===== src/rtl/reply_timingctrl.sv =====
// Slave-side RS422 reply turnaround controller: guard time, driver enable,
// pre-drive idle, reply start, post-stop hold, reply window and watchdog.
module reply_timingctrl #(
  parameter int unsigned CNT_W     = 16,
  parameter int unsigned TURN_CYC  = 600,
  parameter int unsigned PRE_CYC   = 24,
  parameter int unsigned HOLD_CYC  = 120,
  parameter int unsigned REPLY_TMO = 9600,
  parameter int unsigned TX_TMO    = 60000
) (
  input  logic clk,
  input  logic rst_n,
  input  logic cmd_valid,
  input  logic rx_busy,
  input  logic tx_req,
  input  logic tx_en,
  output logic tx_start,
  output logic DE,
  output logic busy,
  output logic timeout,
  output logic abort
);

  localparam logic [CNT_W-1:0] TURN_LAST = CNT_W'(TURN_CYC - 1);
  localparam logic [CNT_W-1:0] PRE_LAST  = CNT_W'(PRE_CYC - 1);
  localparam logic [CNT_W-1:0] HOLD_LAST = CNT_W'(HOLD_CYC - 1);
  localparam logic [CNT_W-1:0] TMO_LAST  = CNT_W'(REPLY_TMO - 1);
  localparam logic [CNT_W-1:0] TX_LAST   = CNT_W'(TX_TMO - 1);

  typedef enum logic [5:0] {
    IDLE  = 6'b000001,
    ARMED = 6'b000010,
    PRE   = 6'b000100,
    START = 6'b001000,
    SEND  = 6'b010000,
    HOLD  = 6'b100000
  } state_t;

  state_t           state_q, state_d;
  logic [CNT_W-1:0] cnt_q, cnt_d;
  logic             tx_en_d;
  logic             done;
  logic             timeout_d, abort_d;
  logic             de_d, busy_d, tx_start_d;

  // Last stop bit has left the transmitter.
  assign done = tx_en_d & ~tx_en;

  // Next state, one-cycle status pulses and next values of the registered outputs.
  always_comb begin
    state_d   = state_q;
    timeout_d = 1'b0;
    abort_d   = 1'b0;
    case (state_q)
      IDLE: begin
        if (cmd_valid) state_d = ARMED;
      end
      ARMED: begin
        if (rx_busy) begin
          state_d = IDLE;
          abort_d = 1'b1;
        end else if (tx_req && (cnt_q >= TURN_LAST)) begin
          state_d = PRE;
        end else if (cnt_q == TMO_LAST) begin
          state_d   = IDLE;
          timeout_d = 1'b1;
        end
      end
      PRE: begin
        if (rx_busy) begin
          state_d = IDLE;
          abort_d = 1'b1;
        end else if (cnt_q == PRE_LAST) begin
          state_d = START;
        end
      end
      START: state_d = SEND;
      SEND: begin
        if (done) begin
          state_d = HOLD;
        end else if (cnt_q == TX_LAST) begin
          state_d = IDLE;
          abort_d = 1'b1;
        end
      end
      HOLD: begin
        if (cnt_q == HOLD_LAST) state_d = IDLE;
      end
      default: state_d = IDLE;
    endcase

    de_d       = (state_d == PRE) || (state_d == START) ||
                 (state_d == SEND) || (state_d == HOLD);
    busy_d     = (state_d != IDLE);
    tx_start_d = (state_d == START);

    if (state_d != state_q) begin
      cnt_d = '0;
    end else if (cnt_q != '1) begin
      cnt_d = cnt_q + CNT_W'(1);
    end else begin
      cnt_d = cnt_q;
    end
  end

  // State, counter and output registers; reset drops the driver at once.
  always_ff @(posedge clk or negedge rst_n) begin
    if (!rst_n) begin
      state_q  <= IDLE;
      cnt_q    <= '0;
      tx_en_d  <= 1'b0;
      DE       <= 1'b0;
      busy     <= 1'b0;
      tx_start <= 1'b0;
      timeout  <= 1'b0;
      abort    <= 1'b0;
    end else begin
      state_q  <= state_d;
      cnt_q    <= cnt_d;
      tx_en_d  <= tx_en;
      DE       <= de_d;
      busy     <= busy_d;
      tx_start <= tx_start_d;
      timeout  <= timeout_d;
      abort    <= abort_d;
    end
  end

endmodule


===== config.mk =====
export PLATFORM = sky130hd
export DESIGN_NAME = reply_timingctrl
export DESIGN_NICKNAME = d
export VERILOG_FILES = /design/src/rtl/reply_timingctrl.sv
export SDC_FILE = /design/constraint.sdc
export NUM_CORES = 1
export LEC_CHECK = 0
export ABC_AREA = 1
export BUFFER_PORTS_ARGS = -buffer_cell sky130_fd_sc_hd__buf_2
export CAP_MARGIN = 20
export CORE_MARGIN = 2
export CORE_UTILIZATION = 60
export DETAILED_ROUTE_END_ITERATION = 7
export PLACE_DENSITY = 0.76
export SLEW_MARGIN = 20
export SYNTH_ARGS = -nofsm -noshare
export SYNTH_HDL_FRONTEND = slang
export SYNTH_SLANG_ARGS = --single-unit

===== constraint.sdc =====
create_clock -name clk -period 2.35 [get_ports clk]
set_input_delay 0.235 -clock clk [delete_from_list [all_inputs] [get_ports clk]]
set_output_delay 0.235 -clock clk [all_outputs]
set_load 0.1 [all_outputs]

=== Word-level counts from Yosys, hierarchy flattened ===
Cells that the tools add are included.

* Register bits after elaboration: 28
* Bits of input ports: 6
* Output and inout port bits: 5
* Logic and storage cells: 55

* Add/sub/neg operators: 1
* $lt $le $gt $ge: 1
* Eq/ne operators: 17
* Multiplexer cells: 20
* Bitwise logic cells: 2
* Reductions and logical operators: 6

{| class="wikitable"
|+ Operators with widths
! operator !! number
|-
| $mux W6 || 9
|-
| $pmux W6 S6 || 1
|-
| $mux W16 || 2
|-
| $add A16 B1 Y16 const B || 1
|-
| $eq A16 B14 Y1 const B || 1
|-
| $eq A16 B16 Y1 const B || 1
|-
| $eq A16 B5 Y1 const B || 1
|-
| $eq A16 B7 Y1 const B || 1
|-
| $ge A16 B10 Y1 const B || 1
|-
| $ne A16 B16 Y1 const B || 1
|-
| $eq A6 B3 Y1 const B || 2
|-
| $eq A6 B4 Y1 const B || 2
|-
| $eq A6 B5 Y1 const B || 2
|-
| $eq A6 B6 Y1 const B || 2
|-
| $mux W1 || 7
|-
| $eq A6 B1 Y1 const B || 1
|-
| $eq A6 B2 Y1 const B || 1
|-
| $ne A6 B1 Y1 const B || 1
|-
| $ne A6 B6 Y1 || 1
|-
| $logic_or A1 B1 Y1 || 3
|-
| $pmux W1 S2 || 1
|-
| $reduce_bool A2 Y1 || 1
|-
| $reduce_or A2 Y1 || 1
|-
| $and A1 B1 Y1 || 1
|-
| 2 further kinds || 2
|}

=== Logic depth before layout (Yosys ltp) ===
Gate-level depths: netlist of the first run.

* Depth in word-level cells: 9
* Gate-level depth with buffers: 16
* Depth with buffers taken out: 15

=== Worst setup path after synthesis of the first run ===
OpenSTA, ideal clock, no wires.

* Path kind: reg-to-reg
* Start point: register cnt_q[0]
* End point: register cnt_q[9]
* Setup time: 69 ps
* Arrival: 1779 ps
* Required time: 2281 ps
* Slack: 502 ps
* Stages on the path, launching flop included: 16
* Path buffers: 1
* Clock period less this slack: 1848 ps
* Path through: dfrtp_1 ha_1 nand2_1 inv_2 nand2_1 nor2_1 nand2_1 nor3_1 nor2_1 nand3_2 nand2_1 nand2_1 nor2_2 nand3_2 buf_6 nor2_2

* Cells in the longest elaborated chain, start to end: 7
* Elaborated cells on any way between the ends: 21
* Those cells by class: add/sub: 1; order compare: 1; eq/ne: 6; mux: 11; reduce/logical: 2

{| class="wikitable"
|+ Ends and longest elaborated chain
! what !! RTL line !! text
|-
| from (decl) || 40 || <nowiki>logic [CNT_W-1:0] cnt_q, cnt_d;</nowiki>
|-
| from (signal assigned) || 119 || <nowiki>cnt_q <= cnt_d;</nowiki>
|-
| $ge A16 B10 Y1 or $eq A16 B14 Y1 (tied branches) || 62, 64 ||
|-
| $logic_and A1 B1 Y1 or $mux W6 (tied branches) || 62, 64 ||
|-
| $mux W6 || 62 || <nowiki>end else if (tx_req && (cnt_q >= TURN_LAST)) begin</nowiki>
|-
| $mux W6 || 59 || <nowiki>if (rx_busy) begin</nowiki>
|-
| $pmux W6 S6 * || 54 || <nowiki>case (state_q)</nowiki>
|-
| via state_d[0] || 39 || <nowiki>state_t state_q, state_d;</nowiki>
|-
| $ne A6 B6 Y1 * || 97 || <nowiki>if (state_d != state_q) begin</nowiki>
|-
| $mux W16 or $reduce_bool A2 Y1 (tied branches) || n/a ||
|}

The timed path passes the listed nets; every way through them passes the cells marked *. The select of a mux whose other input is x is not followed.
A chain may end at the register's enable or synchronous reset.

=== Worst setup path after layout of the first run ===
* Start point: register cnt_q[0]
* End point: register cnt_q[11]

* Cells in the longest elaborated chain, start to end: 7
* Elaborated cells on any way between the ends: 21
* Those cells by class: add/sub: 1; order compare: 1; eq/ne: 6; mux: 11; reduce/logical: 2

{| class="wikitable"
|+ Ends and longest elaborated chain
! what !! RTL line
|-
| $ge A16 B10 Y1 or $eq A16 B14 Y1 (tied branches) || 62, 64
|-
| $logic_and A1 B1 Y1 or $mux W6 (tied branches) || 62, 64
|-
| $mux W6 || 62
|-
| $mux W6 || 59
|-
| $pmux W6 S6 || 54
|-
| $ne A6 B6 Y1 || 97
|-
| $mux W16 or $reduce_bool A2 Y1 (tied branches) || n/a
|}

Several ways; a longest one is shown, not always the timed one. The select of a mux whose other input is x is not followed.

==> results of run 1 <==
-- final cells by class --
type	instances	share of cell area, %
sequential	28	37.3
inverter	38	7.57
tap	31	2.06
clock buffer	4	1.39
multi-input combinational	183	47.5
timing repair buffer	12	4.25
-- power by group through the flow --
stage | combinational, mW | sequential, mW | clock (mW)
after global placement | 0.523 | 0.581 | 0
after global routing | 0.577 | 0.578 | 0.224
after detailed placement | 0.524 | 0.582 | 0
final | 0.518 | 0.572 | 0.197
after CTS | 0.526 | 0.572 | 0.204
after floorplan | 0.278 | 0.706 | 0
-- worst max-delay path by stage --
stage              from         to  slack (ps)  cells past startpoint
2_1_floorplan  cnt_q[0]   cnt_q[9]         500                     15
3_3_place_gp   cnt_q[0]  cnt_q[13]         240                     14
3_5_place_dp   cnt_q[0]  cnt_q[13]         240                     14
4_1_cts        cnt_q[0]  cnt_q[13]         220                     14
5_1_grt        cnt_q[0]  cnt_q[13]          30                     14
6_report       cnt_q[0]  cnt_q[11]         240                     13
-- registers in the layout, summed over array words and instances (netlist names) --
name	count
timeout	1
tx_start	1
abort	1
cnt_q	16
tx_en_d	1
DE	1
state_q	6
busy	1
-- per-stage QoR --
stage | worst slack [ps] | utilization (%)
detailed placement | 237 | 66.9
finish | 243 | 68.3
CTS | 216 | 68.2
global route | 33.8 | 68.3
floorplan | 502 | -
global placement | 244 | 66.9
-- what timing repair did --
| item | 4_1_cts | 5_1_grt |
|---|---|---|
| setup endpoints to repair | 0 | 2 |
| hold endpoints to repair | 27 | 0 |
| gates resized for setup | 0 | 1 |
| hold buffers | 1 | 0 |
-- per-layer routing --
metal  routed length, µm  vias up  global-route usage (%)
met2                1390       37                    34.7
met3                 206        2                    2.68
met1                1670      661                    36.3
li1                    -      809                       -
met4                  22        0                    5.98
met5                   0        -                       0
-- cell usage after synthesis (2+ instances only) --
library cell | count | area, µm²
nand3_2 | 2 | 20.0
inv_1 | 35 | 131
xor2_1 | 5 | 43.8
nand4_1 | 4 | 25.0
nor2_2 | 15 | 93.8
nand3_1 | 17 | 85.1
nand2_2 | 4 | 25.0
inv_2 | 3 | 11.3
nand2_1 | 58 | 218
o21ai_0 | 4 | 20.0
o211ai_1 | 2 | 15.0
nor3_1 | 6 | 30.0
dfrtp_1 | 27 | 676
a21oi_1 | 2 | 10.0
nor2_1 | 49 | 184
-- cells by family (layout without fill, tap and decap cells) --
family	after synthesis	in the layout	synth area share, %
AOI/OAI and AO/OA	16	16	6.08
xor gates and xnor gates	6	6	3.01
adders and majority gates	1	1	0.716
buffers and inverters	39	54	8.80
DFF	28	28	40.2
muxes	1	1	0.573
and+or+nand+nor	159	159	40.7
==> flow_summary.ini, run 1 <==
[critical_path]
reg2regPathDepth = 13
reg2reg_slack_ps = 240
r2r-start = cnt_q[0]
critical_path.cell_chain = ha_1 -> nand2_1 -> inv_2 -> nand2_1 -> nor2_1 -> nand3_1 -> nor2_2 -> nand2_2 -> nand3_1 -> nor2_1 -> xor2_1 -> inv_1 -> nor2_2
cpPeakStageDelay_ps = 410
path_max_fanout = 6
arrival_ps = 2360
crit_type = reg2reg
crit_slowest_cell = dfrtp_1
worst_setup_path_start_kind = register
cp.buffers_inverters = 2
cp.required_ps = 2610
r2r_end = cnt_q[11]
end_kind = register
crit_family = simple AND/OR/NAND/NOR gates

[detailed_routing]
ant_nets = 0
drc = 0
wirelength_um = 3290
drt-wirelength-per-cell_um = 11.1
drtIter0Drc = 65
firstDrtPassIters = 4
vias_per_cell = 5.10
vias = 1509

[sta]
fin_skew_ps = 13.8
tightest_slew_ps = 585
fin_crit_sh_pct = 89.7
hold_ws_ps = 35.4
rsz0062_at_grt = false
finalSetupViolCount = 0
fin_tns_setup_ps = 0
relSlewSlack_pct = 61.0
drv_slew = 0
finalHoldViolCount = 0
fmax_mhz = 475
min_period_ps = 2110

[logic_synthesis]
async_flop_share_pct = 100
synthCells = 250
synth-seq-cells = 28
ys_types = 32
synth_fp_nets = 257
mappedNetlistArea_um2 = 1750
syn_area_per_cell_um2 = 6.99
ys.flop_type = dfrtp_1
synth_enable_flop_cells = 0
yosys_warnings = 0
synth_seq_area_share_pct = 40.2

[cells_and_area]
nFillCells = 251
fin_area_um2 = 1880
final_common_cell = nand2_1
multi_input_area_um2 = 895
nNetsFinal = 273
area_delta_synth_final_pct = 7.80
drive_above_1_share_pct = 17.0
regArea_um2 = 702
final_cell_mix = nand2_1 (58), nor2_1 (48), inv_1 (35), dfrtp_1 (27), nand3_1 (17)
fin_cells = 296
insertedDiodeCount = 0

[cts]
numCtsBuffers = 3
cts.htree.levels = 1
cts_tree = done
cts_buffer_depth = 2
ctsRootBufferMaster = clkbuf_4
clkSlewWorstSetupHoldPaths_ps = 150
cts_setup_buffers = 0
clk_latency_ps = 320
clock-sinks = 28

[global_route]
grt-ovfl-total = 0
antenna_found_initial = 0
grt_max_degree = 29
grt_usage_pct = 23.4
grt_pass1_wl_um = 6130
grt_pass1_vias = 1467

[min_path]
hold_path.startpoint = tx_en
whs_path_depth = 1
hold_path.class = in2reg
hold_path_end = tx_en_d

[power]
netSwitchingFraction_pct = 41.1
total_power_mw = 1.29
powerDensity_nw_per_um2 = 683
p_seq_share_pct = 44.5
power_frac_comb_pct = 40.2
leakage_nw = 0.990
p_sw_uw = 529
clockPowerShare_pct = 15.3
vdd_drop_max_v = 0.000982
p_int_uw = 758

[placement]
io_buffers = 10
post_dp_cell_area_um2 = 1850
post-place-cells = 291
dp.final_hpwl_um = 2660
gp_congestion = 0.894

[floorplanning]
die_h_um = 58.0
io_pins = 11
dieArea_um2 = 3360
rows = 19
core_area_um2 = 2760
initial_core_util_pct = 63.4
die_width_um = 58.0

[outcome]
status = finished, final reports clean

[job]
maxCapViolCount = 0
(Power assumes the default switching activity.)
==> run 2: changes to the inputs <==
--- a/config.mk
+++ b/config.mk
@@ -11,7 +11,8 @@
 export CORE_MARGIN = 2
 export CORE_UTILIZATION = 60
 export DETAILED_ROUTE_END_ITERATION = 7
-export PLACE_DENSITY = 0.76
+export MAX_ROUTING_LAYER = met4
+export PLACE_DENSITY = 0.79
 export SLEW_MARGIN = 20
 export SYNTH_ARGS = -nofsm -noshare
 export SYNTH_HDL_FRONTEND = slang
==> run 2 against run 1 <==
Via count rose by 3.0%; sequential share of layout area shrank 0.20 points; sequential cell count unchanged; first-iteration DRC count increased by 3.1%; wire length hardly changed; design area increased by 0.53%; register-to-register slack better by 40 ps; highest routed layer unchanged.
==> flow_summary.ini, run 2 (synthesis gave the netlist of run 1 again) <==
[outcome]
status = finished, final reports clean

[cells_and_area]
insertedDiodeCount = 0
largest_register = cnt_q
nNetsFinal = 273
reg_top3 = cnt_q x16, state_q x6
final_cell_mix = nand2_1 (58), nor2_1 (48), inv_1 (35), dfrtp_1 (27), nand3_1 (17)
largest_reg_flops = 16
fin_cells = 296
final_common_cell = nand2_1
drive_above_1_share_pct = 17.4
nFillCells = 239
area_delta_synth_final_pct = 8.38

[detailed_routing]
ant_nets = 0
vias = 1554
drtIter0Drc = 67
drc = 0
firstDrtPassIters = 7
vias_per_cell = 5.25
wirelength_um = 3290
drt-wirelength-per-cell_um = 11.1

[placement]
gp_congestion = 0.918
dp.final_hpwl_um = 2590
io_buffers = 10
dp_slack_ps = 220
post-place-cells = 291

[cts]
cts_tree = done
cts_setup_buffers = 0
ctsRootBufferMaster = clkbuf_4
clock-sinks = 28
numCtsBuffers = 3
cts_buffer_depth = 2
cts.htree.levels = 1
clkSlewWorstSetupHoldPaths_ps = 140
clk_latency_ps = 330

[critical_path]
end_kind = register
cpPeakStageDelay_ps = 410
worst_setup_path_start_kind = register
path_max_fanout = 6
crit_family = simple AND/OR/NAND/NOR gates
crit_type = reg2reg
crit_slowest_cell = dfrtp_1
arrival_ps = 2300
critPathMostFrequentCell = nor2_1
cp.buffers_inverters = 1
cp.required_ps = 2590
critical_path.cell_chain = ha_1 -> nand2_1 -> inv_2 -> nand2_1 -> nor2_1 -> nand3_1 -> nor2_2 -> nand2_2 -> nand3_1 -> nor2_1 -> nand2_1 -> nor2_1 -> o21bai_1 -> nor2_1

[power]
total_power_mw = 1.32
vdd_drop_max_v = 0.00126
p_int_uw = 787
netSwitchingFraction_pct = 40.6
leakage_nw = 0.996
p_sw_uw = 538
power_frac_comb_pct = 39.3
powerDensity_nw_per_um2 = 699
p_seq_share_pct = 43.2
clockPowerShare_pct = 17.5

[floorplanning]
dieArea_um2 = 3360
die_h_um = 58.0
rows = 19
io_pins = 11
die_width_um = 58.0
core_area_um2 = 2760
initial_core_util_pct = 63.4

[sta]
tightest_slew_ps = 585
drv_slew = 0
rsz0062_at_grt = false
fin_skew_ps = 2.97
relSlewSlack_pct = 61.0
min_period_ps = 2070
finalHoldViolCount = 0
fin_tns_setup_ps = 0
worst_slack_ps = 281
finalSetupViolCount = 0
fmax_mhz = 483
fin_crit_sh_pct = 88.0

[global_route]
grt_usage_pct = 22.8
grt_pass1_wl_um = 5870
grt-ovfl-total = 0
grt_pass1_vias = 1421
grt_max_degree = 29
antenna_found_initial = 0

[job]
maxCapViolCount = 0

[min_path]
hold_path.class = in2reg
## run 2: final timing paths
| path | cells after the start | start | end | slack, ps |
|---|---|---|---|---|
| setup reg to reg | 14 | cnt_q[0] | cnt_q[13] | 280 |
| setup / recovery | 14 | cnt_q[0] | cnt_q[13] | 280 |
| min in group asynchronous | 2 | rst_n | timeout | 420 |
| max in group asynchronous | 2 | rst_n | cnt_q[13] | 1550 |
| hold reg to reg | 2 | cnt_q[0] | cnt_q[0] | 600 |
| hold / removal | 1 | tx_en | tx_en_d | 20 |
## run 2: per-layer routing
| metal | vias up | wire, µm | track usage, % |
|---|---|---|---|
| met2 | 47 | 1450 | 35.7 |
| met4 | 0 | 23 | 7.31 |
| met5 | - | 0 | - |
| met1 | 690 | 1670 | 31.1 |
| met3 | 3 | 146 | 2.68 |
| li1 | 814 | - | - |
## run 2: area by class of cell
class                      instances  area (µm²)  share of cell area [%]
timing repair buffer              12        80.1                    4.23
inverter                          38         143                    7.53
clock buffer                       4        36.3                    1.92
tap                               31        38.8                    2.05
multi-input combinational        183         895                    47.2
sequential                        28         702                    37.1
## run 2: power groups by stage
stage	clock network [mW]	registers (mW)	logic, mW
3_3_place_gp	0	0.582	0.520
2_1_floorplan	0	0.706	0.278
4_1_cts	0.237	0.572	0.526
6_report	0.232	0.572	0.520
3_5_place_dp	0	0.582	0.523
5_1_grt	0.255	0.581	0.571
## run 2: stage by stage
stage	cell area (µm²)	util [%]	hold WS, ps
after floorplan	1750	-	-60.6
after global placement	1850	66.9	265
after detailed placement	1850	66.9	274
after CTS	1890	68.6	17.3
after global routing	1890	68.7	12.2
final	1890	68.7	17.2
## run 2: what timing repair did
item | CTS | global route
hold buffers | 1 | 0
endpoints found under the hold margin | 27 | 0
setup endpoints to repair | 0 | 1
gates resized for setup | 0 | 1
## run 2: worst register-to-register path, cell delays in order (launching register included)
cell      delay [ps]
dfrtp_1          410
ha_1             170
nand2_1           80
inv_2             80
nand2_1          100
nor2_1           190
nand3_1          150
nor2_2           170
nand2_2          130
nand3_1          160
nor2_1            80
nand2_1           60
nor2_1            40
o21bai_1         110
nor2_1            60
